[src/rtl/soc_err_event_logger.sv]
// SoC error event logger: timestamps error events into a FIFO drained over a zero-wait APB4 slave.
// Latency: event detected 1 cycle after the inputs change, pushed at the end of that cycle; irq 1 cycle after the FIFO/irq_en change.
// Backpressure: none upstream; a full FIFO drops the event and bumps ovf_cnt. Optional feature macro: ERR_LOG_FREEZE_EN (CTRL[2] freeze).
module soc_err_event_logger #(
    parameter int DEPTH = 8,
    parameter int TS_W  = 16
) (
    input  logic        clk_sys,
    input  logic        rst_sys_n,
    input  logic        soc_error,
    input  logic [3:0]  err_code,
    input  logic        psel,
    input  logic        penable,
    input  logic        pwrite,
    input  logic [7:0]  paddr,
    input  logic [31:0] pwdata,
    output logic [31:0] prdata,
    output logic        pready,
    output logic        pslverr,
    output logic        irq_err_log
);

    localparam int AW = (DEPTH > 1) ? $clog2(DEPTH) : 1;
    localparam logic [AW:0] FULL_CNT = (AW+1)'(DEPTH);

    typedef struct packed {
        logic [3:0]      code;
        logic [TS_W-1:0] ts;
    } entry_t;

    logic [TS_W-1:0] ts;
    logic            err_q;
    logic [3:0]      code_q;
    logic            prev_err;
    logic [3:0]      prev_code;
    entry_t          mem [DEPTH];
    logic [AW-1:0]   wr_ptr;
    logic [AW-1:0]   rd_ptr;
    logic [AW:0]     count;
    logic [7:0]      ovf_cnt;
    logic            irq_en;
    logic            freeze;

    logic            empty;
    logic            full;
    logic            evt;
    logic            pop;
    logic            push;
    logic            drop;
    logic            ctrl_wr;
    entry_t          head;

    assign pready = 1'b1;
    assign empty  = (count == '0);
    assign full   = (count == FULL_CNT);
    assign head   = mem[rd_ptr];
    // A new rise of the error, or a code change while it stays asserted.
    assign evt    = err_q & (~prev_err | (code_q != prev_code));
    // A pop in the same cycle frees the slot, so a full FIFO can still accept.
    assign push   = evt & ~freeze & (~full | pop);
    assign drop   = evt & ~freeze & full & ~pop;

    // APB access decode: combinational read data, error response and side-effect strobes.
    always_comb begin
        prdata  = '0;
        pslverr = 1'b0;
        pop     = 1'b0;
        ctrl_wr = 1'b0;
        if (psel && penable) begin
            case (paddr[7:2])
                6'd0: begin
                    if (pwrite) pslverr = 1'b1;
                    else        prdata  = {16'b0, ovf_cnt, 4'(count), 2'b0, full, empty};
                end
                6'd1: begin
                    if (pwrite || empty) begin
                        pslverr = 1'b1;
                    end else begin
                        prdata = {1'b1, 11'b0, head.code, 16'(head.ts)};
                        pop    = 1'b1;
                    end
                end
                6'd2: begin
                    if (pwrite) ctrl_wr = 1'b1;
                    else        prdata  = {29'b0, freeze, 1'b0, irq_en};
                end
                6'd3: begin
                    if (pwrite) pslverr = 1'b1;
                    else        prdata  = 32'(ts);
                end
                default: pslverr = 1'b1;
            endcase
        end
    end

`ifdef ERR_LOG_FREEZE_EN
    // Freeze bit: software-controlled suppression of event capture.
    always_ff @(posedge clk_sys or negedge rst_sys_n) begin
        if (!rst_sys_n)   freeze <= 1'b0;
        else if (ctrl_wr) freeze <= pwdata[2];
    end
`else
    assign freeze = 1'b0;
`endif

    // Bits of the bus that carry no meaning for this block.
    logic unused_bits;
    assign unused_bits = ^{pwdata[31:2], paddr[1:0]};

    // Timestamp, input registers and edge/change history.
    always_ff @(posedge clk_sys or negedge rst_sys_n) begin
        if (!rst_sys_n) begin
            ts        <= '0;
            err_q     <= 1'b0;
            code_q    <= '0;
            prev_err  <= 1'b0;
            prev_code <= '0;
        end else begin
            ts        <= ts + 1'b1;
            err_q     <= soc_error;
            code_q    <= err_code;
            prev_err  <= err_q;
            prev_code <= code_q;
        end
    end

    // FIFO storage; pointers below define which entries are live.
    always_ff @(posedge clk_sys) begin
        if (push) mem[wr_ptr] <= '{code: code_q, ts: ts};
    end

    // FIFO pointers and occupancy.
    always_ff @(posedge clk_sys or negedge rst_sys_n) begin
        if (!rst_sys_n) begin
            wr_ptr <= '0;
            rd_ptr <= '0;
            count  <= '0;
        end else begin
            if (push) wr_ptr <= wr_ptr + 1'b1;
            if (pop)  rd_ptr <= rd_ptr + 1'b1;
            if (push && !pop)      count <= count + 1'b1;
            else if (pop && !push) count <= count - 1'b1;
        end
    end

    // Control, saturating overflow counter (clear beats increment) and registered interrupt.
    always_ff @(posedge clk_sys or negedge rst_sys_n) begin
        if (!rst_sys_n) begin
            ovf_cnt     <= '0;
            irq_en      <= 1'b0;
            irq_err_log <= 1'b0;
        end else begin
            if (ctrl_wr) irq_en <= pwdata[0];
            if (ctrl_wr && pwdata[1])        ovf_cnt <= '0;
            else if (drop && ovf_cnt != 8'hFF) ovf_cnt <= ovf_cnt + 1'b1;
            irq_err_log <= irq_en & ~empty;
        end
    end

endmodule

[config.mk]
export PLATFORM = sky130hd
export DESIGN_NAME = soc_err_event_logger
export DESIGN_NICKNAME = d
export VERILOG_FILES = /design/src/rtl/soc_err_event_logger.sv
export SDC_FILE = /design/constraint.sdc
export NUM_CORES = 1
export LEC_CHECK = 0
export CAP_MARGIN = 20
export CORE_MARGIN = 8
export CORE_UTILIZATION = 30
export CTS_CLUSTER_SIZE = 30
export DETAILED_ROUTE_END_ITERATION = 10
export HOLD_SLACK_MARGIN = 0.06
export PLACE_DENSITY = 0.44
export SYNTH_ARGS = -nofsm -noshare
export SYNTH_HDL_FRONTEND = slang
export SYNTH_SLANG_ARGS = --single-unit
[constraint.sdc]
create_clock -name clk_sys -period 5.8 [get_ports clk_sys]
set_input_delay 1.74 -clock clk_sys [delete_from_list [all_inputs] [get_ports clk_sys]]
set_output_delay 1.74 -clock clk_sys [all_outputs]
set_load 0.03 [all_outputs]
==> run metrics, run 1 <==
status=finished, final reports clean; min Tclk post-route=5530 ps; CP Data Arrival Time=between 3000 and 4000 ps; Pre-Repair DR Iteration Count=6; Fillers=approximately 2700; Critical Path Sink Type=primary output; synthesized area=between 8000 and 9000 sq um; cells along the critical path=clkdlybuf4s50_1 > or4_4 > nor3_2 > buf_12 > a22oi_1 > nor2_1 > buf_12; P_leak=3.64 nW; actual slew at the worst max-slew pin=666 ps; DP Worst Slack=300 ps; Clk pwr share=37.9%; HP Class=register to register; synth unique cells=47; Worst-path clk slew=60 ps; TritonCTS buffer count=24; average routed wire per standard cell=21.6 um; Commonest cells post-synth=edfxtp_1 (160), dfrtp_1 (46), mux4_2 (40); fin crit share=95.4%; CTS tree=done; Post-Synth XOR/XNOR Area=2.66%; fraction of layout cells with a size suffix above 1=29.3%; R2R Path Start=count[2]; MaxCap Viol Count=0; die height=about 180 um; Pint=2.88 mW; Final WS setup=265 ps; slowest cell on the critical path=or4_4; initial core utilization=30.2%; Root Driver=clkbuf_16; Adder-Cell Fraction of Synth Area=approximately 1.3%; largest net degree at the start of global routing=47; Hold Path Sink=prev_err; DRT Wirelength=roughly 21 mm; post-synthesis async set-or-reset flop share=between 20% and 30%; register share of total power=48.7%; crit-path most repeated cell=buf_12; CTS max path bufs=3; WS Path Type=input pin to primary output; CP Data Required Time=4060 ps; pwr dens=368 nW/um^2; Layout area overhead=22.3%; post-synth top area share=a little under three fifths; R2R depth=13; Max VDD drop=0.000145 V; syn avg cell area=about 18 sq um; DR vias/cell=4.78; Hold Startpoint=err_q; synthesized instance count=487; post-synthesis compound-gate area fraction=around 3.4%; Net Switching=0.975 mW; initial antenna violation count=0; ant diodes=0; # clock sinks=206; Placer Congestion=0.742; Final Hold Vio Count=0; largest family of logic cells by synthesized area=multiplexers; grt ovf=0; count of state elements after synthesis=206; Reg2Reg Setup Slack=between 2000 and 3000 ps; top_reg_cell synth=edfxtp_1; Top Family by Delay on Critical Path=simple AND/OR/NAND/NOR gates; Die W=185 um; dpl hpwl=13.4 mm; first-pass GRT wire length=31.1 mm; Final TNS setup=0 ps; Post-Layout Cell Count=slightly below 1000; core area=28400 sq um; Max Freq=roughly 180 MHz; Post-synth EDFFs=160; Global Route Usage Sum=approximately an eighth; Iteration-0 DRC Markers=386; post-synthesis mux area share=13.9%; latest clock arrival within the worst-skew pair=510 ps; dominant cells by area after synthesis=edfxtp_1 (56%), dfrtp_1 (13%), mux4_2 (11%), mux2_2 (2.4%), xnor2_1 (1.8%); Yosys top cell by area=edfxtp_1; DRC viols=0; crit-path max FO=16; RSZ-0062 raised after global routing=false; H-tree Lvls=1; Gate power share=around an eighth; CP Buf/Inv Count=3; row count=62; NumNets Final=617; Worst path max stage delay=620 ps; Antenna Nets Post-Route=0; Ports=85; vias in the first global route=4869; post-synthesis simple-gate area fraction=6.59%; Sw Share=25.3%; Setup Fix Bufs, Post-CTS=0; DP Cell Count=between 900 and 1000; Final Skew=12.7 ps; Yosys warnings=0; reg-to-reg endpoint=count[3]; Final setup viols=0; Final Max Tran Viols=0; Via Count=around 4600; CTS Hold Buffers Added=0; CTS resizes=0; CP Launch Type=input pin; worst hold stages=0; PortBufs=40; Die ar.=34200 sq um; worst slew margin relative to its limit=55.6%; most frequent cell after synthesis=edfxtp_1; post-synthesis sequential area ratio=a little over two thirds
state kept, by name, summed over array words and instances (netlist names):
name,flops
mem,160
ts,16
ovf_cnt,8
code_q,4
count,4
prev_code,4
rd_ptr,3
wr_ptr,3
err_q,1
irq_en,1
irq_err_log,1
prev_err,1
area by class of cell:
type | instances | area (sq um) | area share, %
Clock buffer | 32 | 662 | 6.32
Clock inverter | 12 | 113 | 1.08
Inverter | 8 | 30.0 | 0.287
Multi-Input combinational cell | 251 | 2460 | 23.5
Sequential cell | 206 | 5960 | 56.9
Tap cell | 384 | 480 | 4.59
Timing Repair Buffer | 68 | 763 | 7.29
per-stage QoR:
stage / util (%) / instance area [sq um] / hold WS [ps] / power [mW]
after CTS: 36.9 / 10500 / 472 / 3.92
after floorplan: - / 8600 / 374 / 2.21
after global placement: 34.2 / 9700 / 450 / 2.42
final: 36.9 / 10500 / 457 / 3.85
after detailed placement: 34.2 / 9700 / 460 / 2.44
after global routing: 36.9 / 10500 / 484 / 4.02
power by group through the flow:
stage | clock, mW | combinational [mW] | sequential [mW]
CTS | 1.51 | 0.529 | 1.88
floorplan | 0 | 0.335 | 1.87
detailed placement | 0 | 0.527 | 1.91
global placement | 0 | 0.518 | 1.90
global route | 1.56 | 0.565 | 1.90
finish | 1.46 | 0.513 | 1.88
how the worst max path moves through the flow:
stage | start | to | slack [ps] | cells after the start
floorplan | paddr[5] | prdata[16] | 530 | 5
global placement | paddr[5] | prdata[0] | 300 | 7
detailed placement | paddr[5] | prdata[2] | 300 | 8
CTS | paddr[5] | prdata[2] | 290 | 8
global route | paddr[5] | prdata[0] | 170 | 7
finish | paddr[5] | prdata[0] | 270 | 7
logic make-up after synthesis:
| kind of cell | Yosys count |
|---|---|
| buffers and inverters | 40 |
| flip-flops | 206 |
| other | 2 |
| AND/OR/NAND/NOR | 102 |
| adder cells (fa/ha/maj) | 8 |
| AO/OA/AOI/OAI | 37 |
| multiplexers | 66 |
| XOR/XNOR | 26 |
layout by cell type, fill, tap and decap left out, types with 2 or more instances in the layout:
master             n
buf_12            17
bufinv_16          2
or3_1              2
nand4_1            5
a222oi_1          13
xnor2_1           18
mux4_2            40
edfxtp_1         160
clkdlybuf4s50_1   17
xor2_1             8
nor2_2             6
dfrtp_2            2
clkbuf_16         25
or4_1              3
buf_4             33
clkbuf_1           6
a21oi_1            7
clkinv_2           9
nor4_4             2
nor3_2             3
dfrtp_1           44
nor3_1             2
nand3_1           17
nand2b_1           5
and3_1             4
o21ai_0            5
mux2i_1            7
conb_1            12
inv_1              7
nand2_1           16
nor4_1             3
a22oi_1            3
o31ai_1            3
mux2_2            18
nor2_1            26
ha_1               7
metal layers:
layer	global-route usage, %	share of wire (%)	up-vias
li1	-	-	2048
met1	16.8	45	2394
met2	19.3	46	126
met3	2.77	6.3	30
met4	3.81	2.3	0
met5	0	0	-
Note: power is estimated with default switching activity, not from simulation.
==> inputs of run 2 (changes only) <==
Settings changed: CORE_MARGIN 8 to 3.
Clock period 5.8 ns to 6.7 ns, I/O delays scaled along.
==> run metrics, run 2 (same netlist as run 1, synthesis figures left out) <==
fraction of layout cells with a size suffix above 1=27.6% (was 29.3%); first-pass GRT wire length=31.1 mm (about the same); HP Class=register to register (unchanged); # clock sinks=206 (unchanged); CTS Hold Buffers Added=0 (unchanged); Die W=175 um (was 185 um); CP Launch Type=input pin (unchanged); Antenna Nets Post-Route=0 (unchanged); grt ovf=0 (unchanged); dpl hpwl=13.2 mm (was 13.4 mm); PortBufs=40 (unchanged); CP Data Arrival Time=4400 ps (was 3790 ps); vias in the first global route=4818 (was 4869); Pre-Repair DR Iteration Count=5 (was 6); MaxCap Viol Count=0 (unchanged); launch point of the critical path=paddr[4] (was paddr[5]); CTS resizes=0 (unchanged); Die ar.=30600 sq um (was 34200 sq um); Critical Path Sink Type=primary output (unchanged); most common cell after layout, fill and taps aside=edfxtp_1 (unchanged); Final Max Tran Viols=0 (unchanged); die height=175 um (was 185 um); Iteration-0 DRC Markers=314 (was 386); Setup Fix Bufs, Post-CTS=0 (unchanged); Top Registers=mem: 160 flops, ts: 16 flops, ovf_cnt: 8 flops (unchanged); RSZ-0062 raised after global routing=false (unchanged); CP Data Required Time=4690 ps (was 4060 ps); Max VDD drop=0.000126 V (was 0.000145 V); Worst-path clk slew=60 ps (about the same); DRC viols=0 (unchanged); pwr dens=313 nW/um^2 (was 368 nW/um^2); max FFs per register=160 (unchanged); Global Route Usage Sum=13.6% (was 12.3%); fin crit share=95.7%; Largest Register=mem (unchanged); crit-path max FO=7 (was 16); min Tclk post-route=6410 ps; Final TNS setup=0 ps (unchanged); R2R Path Start=count[2] (unchanged); Via Count=4581 (was 4598); Layout area overhead=19.0% (was 22.3%); DR vias/cell=4.80 (was 4.78); average routed wire per standard cell=21.4 um (was 21.6 um); initial core utilization=30.7% (was 30.2%); latest clock arrival within the worst-skew pair=500 ps (was 510 ps); worst slew margin relative to its limit=41.0% (was 55.6%); initial antenna violation count=0 (unchanged); Final WS setup=289 ps (was 265 ps); Final Skew=15.4 ps (was 12.7 ps); row count=61 (was 62); DRT Wirelength=20.5 mm (was 20.8 mm); DP Worst Slack=410 ps (was 300 ps); Placer Congestion=0.768 (was 0.742); TritonCTS buffer count=23 (was 24); actual slew at the worst max-slew pin=877 ps (was 666 ps); Max Freq=156 MHz; ant diodes=0 (unchanged); Ports=85 (unchanged); fin util=36.5% (was 36.9%); largest net degree at the start of global routing=47 (unchanged); CTS max path bufs=3 (unchanged); NumNets Final=618 (was 617); Root Driver=clkbuf_16 (unchanged); CTS tree=done (unchanged); P_leak=3.54 nW (was 3.64 nW); Final setup viols=0 (unchanged); Hold Startpoint=err_q (unchanged); status=finished, final reports clean (unchanged); commonest non-fill, non-tap cells in the layout=edfxtp_1 (160), buf_4 (48), dfrtp_1 (44), mux4_2 (40), nor2_1 (26) (was edfxtp_1 (160), dfrtp_1 (44), mux4_2 (40), buf_4 (33), nor2_1 (26)); WS Path Type=input pin to primary output (unchanged); core area=27900 sq um (was 28400 sq um); H-tree Lvls=1 (unchanged); Final Hold Vio Count=0 (unchanged)
[run 2: critical path: stages]
cell and delay, ps:
clkdlybuf4s50_1 430, nor4_1 760, buf_4 280, and3_1 180, buf_4 180, a22oi_1 100
nor2_1 240, buf_4 210
[run 2: area by class of cell]
class	count	area [sq um]
fillers	2614	17700
inverters	8	30.0
well taps	378	473
clock inverters	6	35.0
multi-input cells	251	2460
flip-flops and latches	206	5960
repair buffers	70	596
clock buffers	35	631
[run 2: report_power, final]
group          switching, mW  total, mW  leakage, nW  internal, mW
registers             0.0804       1.61         2.13          1.53
logic                  0.265      0.450         1.09         0.185
clock network          0.478       1.13        0.323         0.649
[run 2: path summary, 6_finish.rpt]
| kind | end | slack, ps | depth (start not counted) |
|---|---|---|---|
| setup / recovery | prdata[2] | 290 | 8 |
| hold / removal | prev_err | 440 | 0 |
| setup reg to reg | count[3] | 3600 | 12 |
| hold reg to reg | prev_err | 440 | 0 |
| max in group asynchronous | rd_ptr[1] | 4570 | 2 |
| min in group asynchronous | rd_ptr[0] | 1640 | 2 |
[run 2: per-stage QoR]
step                hold slack (ps)  instances  total power [mW]  instance area, sq um
floorplan                       374        497              1.91                  8600
global placement                442        913              2.09                  9520
detailed placement              440        913              2.10                  9520
CTS                             453        954              3.24                 10200
global route                    478        954              3.33                 10200
finish                          440        954              3.19                 10200
[run 2: metal layers]
metal  vias up  share of wire [%]  track usage [%]
met5         -                  0                0
met4         0                1.4             2.86
met3        22                4.6             2.13
met2       108                 47             21.4
met1      2391                 47             20.0
li1       2060                  -                -
==> inputs of run 3 (changes only) <==
Settings changed: SLEW_MARGIN from default to 20.
==> results of run 3 <==
The final DEF is identical to that of run 2; final timing and power are the same.
